## config.mk

```make
export PLATFORM = sky130hd
export DESIGN_NAME = cache_controller_flat
export DESIGN_NICKNAME = d
export VERILOG_FILES = /design/src/rtl/cache_controller_pkg.sv /design/src/rtl/cache_controller_if.sv /design/src/rtl/cache_controller_sat_counter.sv /design/src/rtl/cache_controller.sv /design/src/flat_wrapper.sv
export SDC_FILE = /design/constraint.sdc
export NUM_CORES = 1
export LEC_CHECK = 0
export CAP_MARGIN = 10
export CORE_UTILIZATION = 40
export DETAILED_ROUTE_END_ITERATION = 8
export PLACE_DENSITY = 0.81
export SLEW_MARGIN = 25
export SYNTH_ARGS = -nofsm -noshare
export SYNTH_HDL_FRONTEND = slang
export SYNTH_SLANG_ARGS = --single-unit
```

## constraint.sdc

```tcl
create_clock -name clk -period 2.1 [get_ports clk]
set_input_delay 0.315 -clock clk [delete_from_list [all_inputs] [get_ports clk]]
set_output_delay 0.315 -clock clk [all_outputs]
set_load 0.03 [all_outputs]
```

## src/rtl/cache_controller_pkg.sv

```systemverilog
// Shared types and default geometry for the cache control FSM.
// Direct-mapped cache, 4-word blocks, word-addressed.
package cache_ctrl_pkg;

    localparam int ADDR_W      = 15;
    localparam int TAG_W       = 3;
    localparam int OFFSET_W    = 2;
    localparam int CNT_W       = 16;
    localparam int BLOCK_WORDS = 4;

    typedef enum logic [2:0] {
        IDLE,
        LOOKUP,
        MEM_WAIT,
        FILL,
        DONE
    } state_t;

endpackage

```

## src/rtl/cache_controller_if.sv

```systemverilog
// Processor request, datapath control/feedback and statistics bundle.
// slave = controller side, master = processor + datapath side.
interface cache_ctrl_if
    import cache_ctrl_pkg::*;
#(
    parameter int ADDR_W   = cache_ctrl_pkg::ADDR_W,
    parameter int OFFSET_W = cache_ctrl_pkg::OFFSET_W,
    parameter int CNT_W    = cache_ctrl_pkg::CNT_W
);
    logic                req_valid;
    logic [ADDR_W-1:0]   req_addr;
    logic                req_ready;
    logic                done;
    logic                fill_err;
    logic [ADDR_W-1:0]   address;
    logic                C_write_cache;
    logic                C_main_mem_miss;
    logic [OFFSET_W-1:0] C_offset;
    logic                cache_valid;
    logic                is_wanted_data;
    logic                main_mem_ready;
    logic [CNT_W-1:0]    access_count;
    logic [CNT_W-1:0]    hit_count;

    modport slave (
        input  req_valid, req_addr, cache_valid, is_wanted_data, main_mem_ready,
        output req_ready, done, fill_err, address, C_write_cache, C_main_mem_miss,
               C_offset, access_count, hit_count
    );

    modport master (
        output req_valid, req_addr, cache_valid, is_wanted_data, main_mem_ready,
        input  req_ready, done, fill_err, address, C_write_cache, C_main_mem_miss,
               C_offset, access_count, hit_count
    );
endinterface

```

## src/rtl/cache_controller_sat_counter.sv

```systemverilog
// Saturating up-counter; value registered, one cycle after inc.
module sat_counter #(
    parameter int W = 16
) (
    input  logic         clk,
    input  logic         rst,
    input  logic         inc,
    output logic [W-1:0] value
);
    logic [W-1:0] r_value;

    always_ff @(posedge clk) begin
        if (!rst) begin
            r_value <= '0;
        end else if (inc && (r_value != '1)) begin
            r_value <= r_value + 1'b1;
        end
    end

    assign value = r_value;
endmodule

```

## src/rtl/cache_controller.sv

```systemverilog
// Read-miss control FSM: lookup, block fill from main memory, one re-check.
// Hit done 2 cycles after accept; one request in flight, req_ready only in IDLE.
module cache_controller
    import cache_ctrl_pkg::*;
#(
    parameter int ADDR_W   = cache_ctrl_pkg::ADDR_W,
    parameter int OFFSET_W = cache_ctrl_pkg::OFFSET_W,
    parameter int CNT_W    = cache_ctrl_pkg::CNT_W
) (
    input  logic         clk,
    input  logic         rst,
    cache_ctrl_if.slave  bus
);
    localparam logic [OFFSET_W-1:0] LAST_OFF = OFFSET_W'(BLOCK_WORDS - 1);

    state_t              r_state;
    state_t              w_next;
    logic [ADDR_W-1:0]   r_addr;
    logic [OFFSET_W-1:0] r_off_cnt;
    logic                r_retry;
    logic                r_fill_err;

    logic                w_hit;
    logic                w_accept;
    logic                w_hit_inc;
    logic [ADDR_W-1:0]   w_blk_addr;
    logic [ADDR_W-1:0]   w_address;
    logic [OFFSET_W-1:0] w_offset;
    logic                w_write;
    logic                w_miss;
    logic                w_ready;
    logic                w_done;
    logic [CNT_W-1:0]    w_access_count;
    logic [CNT_W-1:0]    w_hit_count;

    assign w_hit      = bus.cache_valid & bus.is_wanted_data;
    assign w_accept   = (r_state == IDLE) & bus.req_valid;
    assign w_hit_inc  = (r_state == LOOKUP) & w_hit & ~r_retry;
    assign w_blk_addr = {r_addr[ADDR_W-1:OFFSET_W], {OFFSET_W{1'b0}}};

    always_ff @(posedge clk) begin
        if (!rst) begin
            r_state <= IDLE;
        end else begin
            r_state <= w_next;
        end
    end

    always_comb begin
        w_next    = r_state;
        w_address = r_addr;
        w_offset  = '0;
        w_write   = 1'b0;
        w_miss    = 1'b0;
        w_ready   = 1'b0;
        w_done    = 1'b0;
        case (r_state)
            IDLE: begin
                w_ready = 1'b1;
                if (bus.req_valid) w_next = LOOKUP;
            end
            LOOKUP: begin
                // A miss after the fill means the datapath disagrees; report it, never refill.
                if (w_hit || r_retry) w_next = DONE;
                else                  w_next = MEM_WAIT;
            end
            MEM_WAIT: begin
                w_address = w_blk_addr;
                w_miss    = 1'b1;
                if (bus.main_mem_ready) w_next = FILL;
            end
            FILL: begin
                w_address = w_blk_addr;
                w_miss    = 1'b1;
                w_write   = 1'b1;
                w_offset  = r_off_cnt;
                if (r_off_cnt == LAST_OFF) w_next = LOOKUP;
            end
            DONE: begin
                w_done = 1'b1;
                w_next = IDLE;
            end
            default: w_next = IDLE;
        endcase
    end

    always_ff @(posedge clk) begin
        if (!rst) begin
            r_addr     <= '0;
            r_off_cnt  <= '0;
            r_retry    <= 1'b0;
            r_fill_err <= 1'b0;
        end else begin
            case (r_state)
                IDLE: begin
                    if (bus.req_valid) begin
                        r_addr  <= bus.req_addr;
                        r_retry <= 1'b0;
                    end
                end
                LOOKUP: begin
                    if (!w_hit && r_retry) r_fill_err <= 1'b1;
                end
                MEM_WAIT: r_off_cnt <= '0;
                FILL: begin
                    r_off_cnt <= r_off_cnt + 1'b1;
                    if (r_off_cnt == LAST_OFF) r_retry <= 1'b1;
                end
                default: ;
            endcase
        end
    end

    sat_counter #(.W(CNT_W)) u_access_cnt (
        .clk   (clk),
        .rst   (rst),
        .inc   (w_accept),
        .value (w_access_count)
    );

    sat_counter #(.W(CNT_W)) u_hit_cnt (
        .clk   (clk),
        .rst   (rst),
        .inc   (w_hit_inc),
        .value (w_hit_count)
    );

    assign bus.req_ready       = w_ready;
    assign bus.done            = w_done;
    assign bus.fill_err        = r_fill_err;
    assign bus.address         = w_address;
    assign bus.C_write_cache   = w_write;
    assign bus.C_main_mem_miss = w_miss;
    assign bus.C_offset        = w_offset;
    assign bus.access_count    = w_access_count;
    assign bus.hit_count       = w_hit_count;
endmodule

```

## src/flat_wrapper.sv

```systemverilog
// flat-port wrapper written by rule: the top's interface ports become plain ports
module cache_controller_flat import cache_ctrl_pkg::*;
#(
    parameter int ADDR_W   = cache_ctrl_pkg::ADDR_W,
    parameter int OFFSET_W = cache_ctrl_pkg::OFFSET_W,
    parameter int CNT_W    = cache_ctrl_pkg::CNT_W
)
  (clk, rst, bus_req_valid, bus_req_addr, bus_cache_valid, bus_is_wanted_data, bus_main_mem_ready, bus_req_ready, bus_done, bus_fill_err, bus_address, bus_C_write_cache, bus_C_main_mem_miss, bus_C_offset, bus_access_count, bus_hit_count);
  cache_ctrl_if #(.ADDR_W(ADDR_W), .OFFSET_W(OFFSET_W), .CNT_W(CNT_W)) bus_i ();
  input  logic clk;
  input  logic rst;
  input wire logic [$bits(bus_i.req_valid)-1:0] bus_req_valid;
  input wire logic [$bits(bus_i.req_addr)-1:0] bus_req_addr;
  input wire logic [$bits(bus_i.cache_valid)-1:0] bus_cache_valid;
  input wire logic [$bits(bus_i.is_wanted_data)-1:0] bus_is_wanted_data;
  input wire logic [$bits(bus_i.main_mem_ready)-1:0] bus_main_mem_ready;
  output wire logic [$bits(bus_i.req_ready)-1:0] bus_req_ready;
  output wire logic [$bits(bus_i.done)-1:0] bus_done;
  output wire logic [$bits(bus_i.fill_err)-1:0] bus_fill_err;
  output wire logic [$bits(bus_i.address)-1:0] bus_address;
  output wire logic [$bits(bus_i.C_write_cache)-1:0] bus_C_write_cache;
  output wire logic [$bits(bus_i.C_main_mem_miss)-1:0] bus_C_main_mem_miss;
  output wire logic [$bits(bus_i.C_offset)-1:0] bus_C_offset;
  output wire logic [$bits(bus_i.access_count)-1:0] bus_access_count;
  output wire logic [$bits(bus_i.hit_count)-1:0] bus_hit_count;
  assign bus_i.req_valid = bus_req_valid;
  assign bus_i.req_addr = bus_req_addr;
  assign bus_i.cache_valid = bus_cache_valid;
  assign bus_i.is_wanted_data = bus_is_wanted_data;
  assign bus_i.main_mem_ready = bus_main_mem_ready;
  assign bus_req_ready = bus_i.req_ready;
  assign bus_done = bus_i.done;
  assign bus_fill_err = bus_i.fill_err;
  assign bus_address = bus_i.address;
  assign bus_C_write_cache = bus_i.C_write_cache;
  assign bus_C_main_mem_miss = bus_i.C_main_mem_miss;
  assign bus_C_offset = bus_i.C_offset;
  assign bus_access_count = bus_i.access_count;
  assign bus_hit_count = bus_i.hit_count;
  cache_controller #(.ADDR_W(ADDR_W), .OFFSET_W(OFFSET_W), .CNT_W(CNT_W)) u_core (.clk(clk), .rst(rst), .bus(bus_i));
endmodule
```

==> impl_metrics.csv <==
group,metric,value,unit
drt,initialDrtViolationCount,257,
finish,fin_area,3560,um^2
die,die_width,84.0,um
drt,detailroute.via_count,2650,
critical_path,critPathCaptureType,"output port",
die,fp-row-count,29,
drt,drt_pre_antenna_iters,6,
pwr,switchingPower,538,uW
placement,post-dp-hpwl,4680,um
global_route,grt_pass1_wl,10900,um
placement,placement.io_buffers,74,
cts,clkTransAtPathRegs,90,ps
drt,route.final.wire_length,6520,um
cts,clk_latency,310,ps
drt,post-route-drc-count,10,
cts,cts_num_sinks,54,
cts,inserted_clock_buffers,5,
finish,layout.core_utilization,55.5,%
min_path,timing.hold.worst.class,"reg2reg",
global_route,global_route_usage_over_all_layers,18.9,%
logic_synthesis,post_synth_main_area_contributors,"sky130_fd_sc_hd__dfxtp_1 40%, sky130_fd_sc_hd__a21oi_1 8.0%, sky130_fd_sc_hd__nand2_1 8.0%, sky130_fd_sc_hd__or4_1 3.9%, sky130_fd_sc_hd__buf_4 3.6%",
die,die-area,7050,um^2
sta,fmax,520,MHz
critical_path,start_kind,"register",
outcome,failed_checks,"DRC",
logic_synthesis,asyncSetResetFlopFracSynth,0,%
finish,n_antenna_cell,0,
logic_synthesis,share_of_synthesized_area_occupied_by_flip_flops_and_latches,40.2,%
job,max_cap_violations,0,
finish,areaGrowthSynthToFinish,32.7,%
logic_synthesis,syn-cell-area,2690,um^2
global_route,antenna_found_initial,0,
sta,final_period_minus_worst_setup_slack,1920,ps
global_route,grt_overflow,0,
sta,fin_crit_sh,91.6,%
cts,max-clock-path-buffers,2,
logic_synthesis,synth_cells,325,
logic_synthesis,synth_ff_type,"sky130_fd_sc_hd__dfxtp_1",
placement,gp_congestion,0.930,
pwr,p_comb_share,16.0,%
critical_path,critPathMaxFanout,12,
drt,routed_wire_length_per_instance,13.9,um
sta,finish_stage_setup_viols,0,
logic_synthesis,postSynthNetCount,349,
drt,vias_per_cell,5.65,
die,die_h,84.0,um
outcome,run_status,"finished with violations",
critical_path,path_type_of_the_worst_setup_path,"reg2out",
logic_synthesis,ys_warn_count,0,
sta,timing.clock.skew,4.40,ps
die,pin_count,75,
sta,drv_slew,0,
drt,ant_nets,0,
critical_path,worst_ep_required_time,1780,ps
pwr,power_leakage,1.21,nW
logic_synthesis,number_of_synthesized_register_bits,54,
global_route,grt_pass1_vias,2352,
logic_synthesis,netlist-cell-type-count,43,
pwr,finalPower,2.00,mW
sta,worst_rel_slew_slack,52.8,%
global_route,grt_max_degree,27,
finish,fill_cells,579,
sta,timing.final.hold_violations,0,
sta,finalSetupTns,0,ps
pwr,irDropWorstVdd,0.000242,V
die,start_util,41.8,%
pwr,switching_share,26.8,%
finish,final_nets,415,
cts,tritoncts,"done",
critical_path,cp_data_arrival_time,1610,ps
logic_synthesis,yosys.area.top_type,"sky130_fd_sc_hd__dfxtp_1",
cts,clockRootBuffer,"sky130_fd_sc_hd__clkbuf_8",
finish,final_layout_size_suffix_gt1_share,9.95,%
logic_synthesis,synth_enable_flop_cells,0,
pwr,power_frac_clock,29.9,%
die,fp.coreArea,6420,um^2
pwr,power_frac_seq,54.1,%
placement,dpl-instance-area,3470,um^2
cts,cts-htree-levels,2,
sta,actual_slew_at_the_worst_max_slew_pin,703,ps
logic_synthesis,post_synth.cell_area_avg,8.27,um^2
pwr,power_density,562,nW/um^2
sta,rsz_0062_raised_after_global_routing,"no",
pwr,internal-power,1.47,mW
logic_synthesis,synthDominantCellAreaShare,40.2,%
layout make-up:
cell class,instances,area [um^2],area share [%]
clock inverters,1,5.00,0.140
flip-flops and latches,54,1080,30.4
multi-input cells,236,1410,39.7
well taps,77,96.3,2.70
repair buffers,89,860,24.1
clock buffers,7,86.3,2.42
inverters,5,18.8,0.527
worst max-delay path, cell delays in order (launching register included):
cell                              delay (ps)
sky130_fd_sc_hd__dfxtp_2                 400
sky130_fd_sc_hd__nor3_1                  210
sky130_fd_sc_hd__clkdlybuf4s50_1         700
stage by stage:
stage	setup slack (ps)	cells	hold WS [ps]
5_1_grt	77.0	469	483
2_1_floorplan	281	325	432
3_3_place_gp	105	461	439
4_1_cts	41.9	469	458
6_report	176	469	454
3_5_place_dp	39.4	461	445
sequential cells by signal, indices dropped and copies added (netlist names):
register and count:
u_core.r_state 3, u_core.r_off_cnt 2, u_core.r_retry 1, u_core.u_access_cnt.value 16, u_core.u_hit_cnt.value 16, u_core.bus.fill_err 1
u_core.r_addr 15
Yosys cell counts (all sizes together) (2+ instances only):
library cell and n:
and3 3, nand2b 8, a21oi 43, and4 4, nor2 5, clkbuf 12
ha 3, or3 3, nand4b 2, inv 5, nor2b 3, nand3 10
nand3b 3, nor3b 2, or4 14, nand4 15, a211oi 2, nand2 57
a31oi 2, o21ai 7, dfxtp 54, buf 18, nor3 11, nor4 9
o31ai 13, mux2i 7
kinds of logic after synthesis:
kind of cell | after synthesis | share of synthesized area, %
AO/OA/AOI/OAI | 71 | 15.3
AND/OR/NAND/NOR | 154 | 32.9
flip-flops | 54 | 40.2
adder cells (fa/ha/maj) | 3 | 1.40
buffers and inverters | 35 | 7.13
multiplexers | 8 | 3.03
cell usage in the layout (no fill, tap or decap), types with 4 or more instances in the layout:
cell	instances
sky130_fd_sc_hd__nand4_1	15
sky130_fd_sc_hd__nor3_1	11
sky130_fd_sc_hd__and4_1	4
sky130_fd_sc_hd__a21oi_1	43
sky130_fd_sc_hd__o21ai_0	7
sky130_fd_sc_hd__nand2_1	57
sky130_fd_sc_hd__or4_1	14
sky130_fd_sc_hd__nand2b_1	8
sky130_fd_sc_hd__buf_4	18
sky130_fd_sc_hd__nand3_1	10
sky130_fd_sc_hd__o31ai_1	13
sky130_fd_sc_hd__clkdlybuf4s50_1	67
sky130_fd_sc_hd__clkbuf_8	6
sky130_fd_sc_hd__nor2_1	5
sky130_fd_sc_hd__mux2i_1	7
sky130_fd_sc_hd__inv_1	4
sky130_fd_sc_hd__nor4_1	5
sky130_fd_sc_hd__dfxtp_1	51
layer usage:
| layer | global-route usage (%) | vias to the layer above | share of wire [%] |
|---|---|---|---|
| li1 | - | 1316 | - |
| met1 | 24.8 | 1242 | 46 |
| met2 | 31.4 | 87 | 48 |
| met3 | 4.06 | 5 | 5.6 |
| met4 | 5.02 | 0 | 0.66 |
| met5 | 0 | - | 0 |
final timing paths:
| path | start | end | slack [ps] | cells after the start |
|---|---|---|---|---|
| worst max-delay path | u_core.r_state[0] | bus_req_ready | 180 | 2 |
| worst min-delay path | u_core.r_addr[1] | u_core.r_addr[1] | 450 | 2 |
| worst max register to register | u_core.u_hit_cnt.value[7] | u_core.u_hit_cnt.value[0] | 330 | 4 |
| worst min register to register | u_core.r_addr[1] | u_core.r_addr[1] | 450 | 2 |
what timing repair did:
item / 4_1_cts / 5_1_grt
gates resized for setup: 4 / 2
buffers inserted: 0 / 0
hold buffers: 0 / 0
pin swaps: 0 / 0
endpoints found under the setup margin: 3 / 2
power groups by stage:
stage / Sequential, mW / Combinational (mW) / Clock, mW
5_1_grt: 1.09 / 0.344 / 0.664
2_1_floorplan: 1.10 / 0.202 / 0
3_5_place_dp: 1.11 / 0.324 / 0
3_3_place_gp: 1.10 / 0.317 / 0
6_report: 1.08 / 0.320 / 0.600
4_1_cts: 1.08 / 0.323 / 0.617
(Power assumes the default switching activity.)
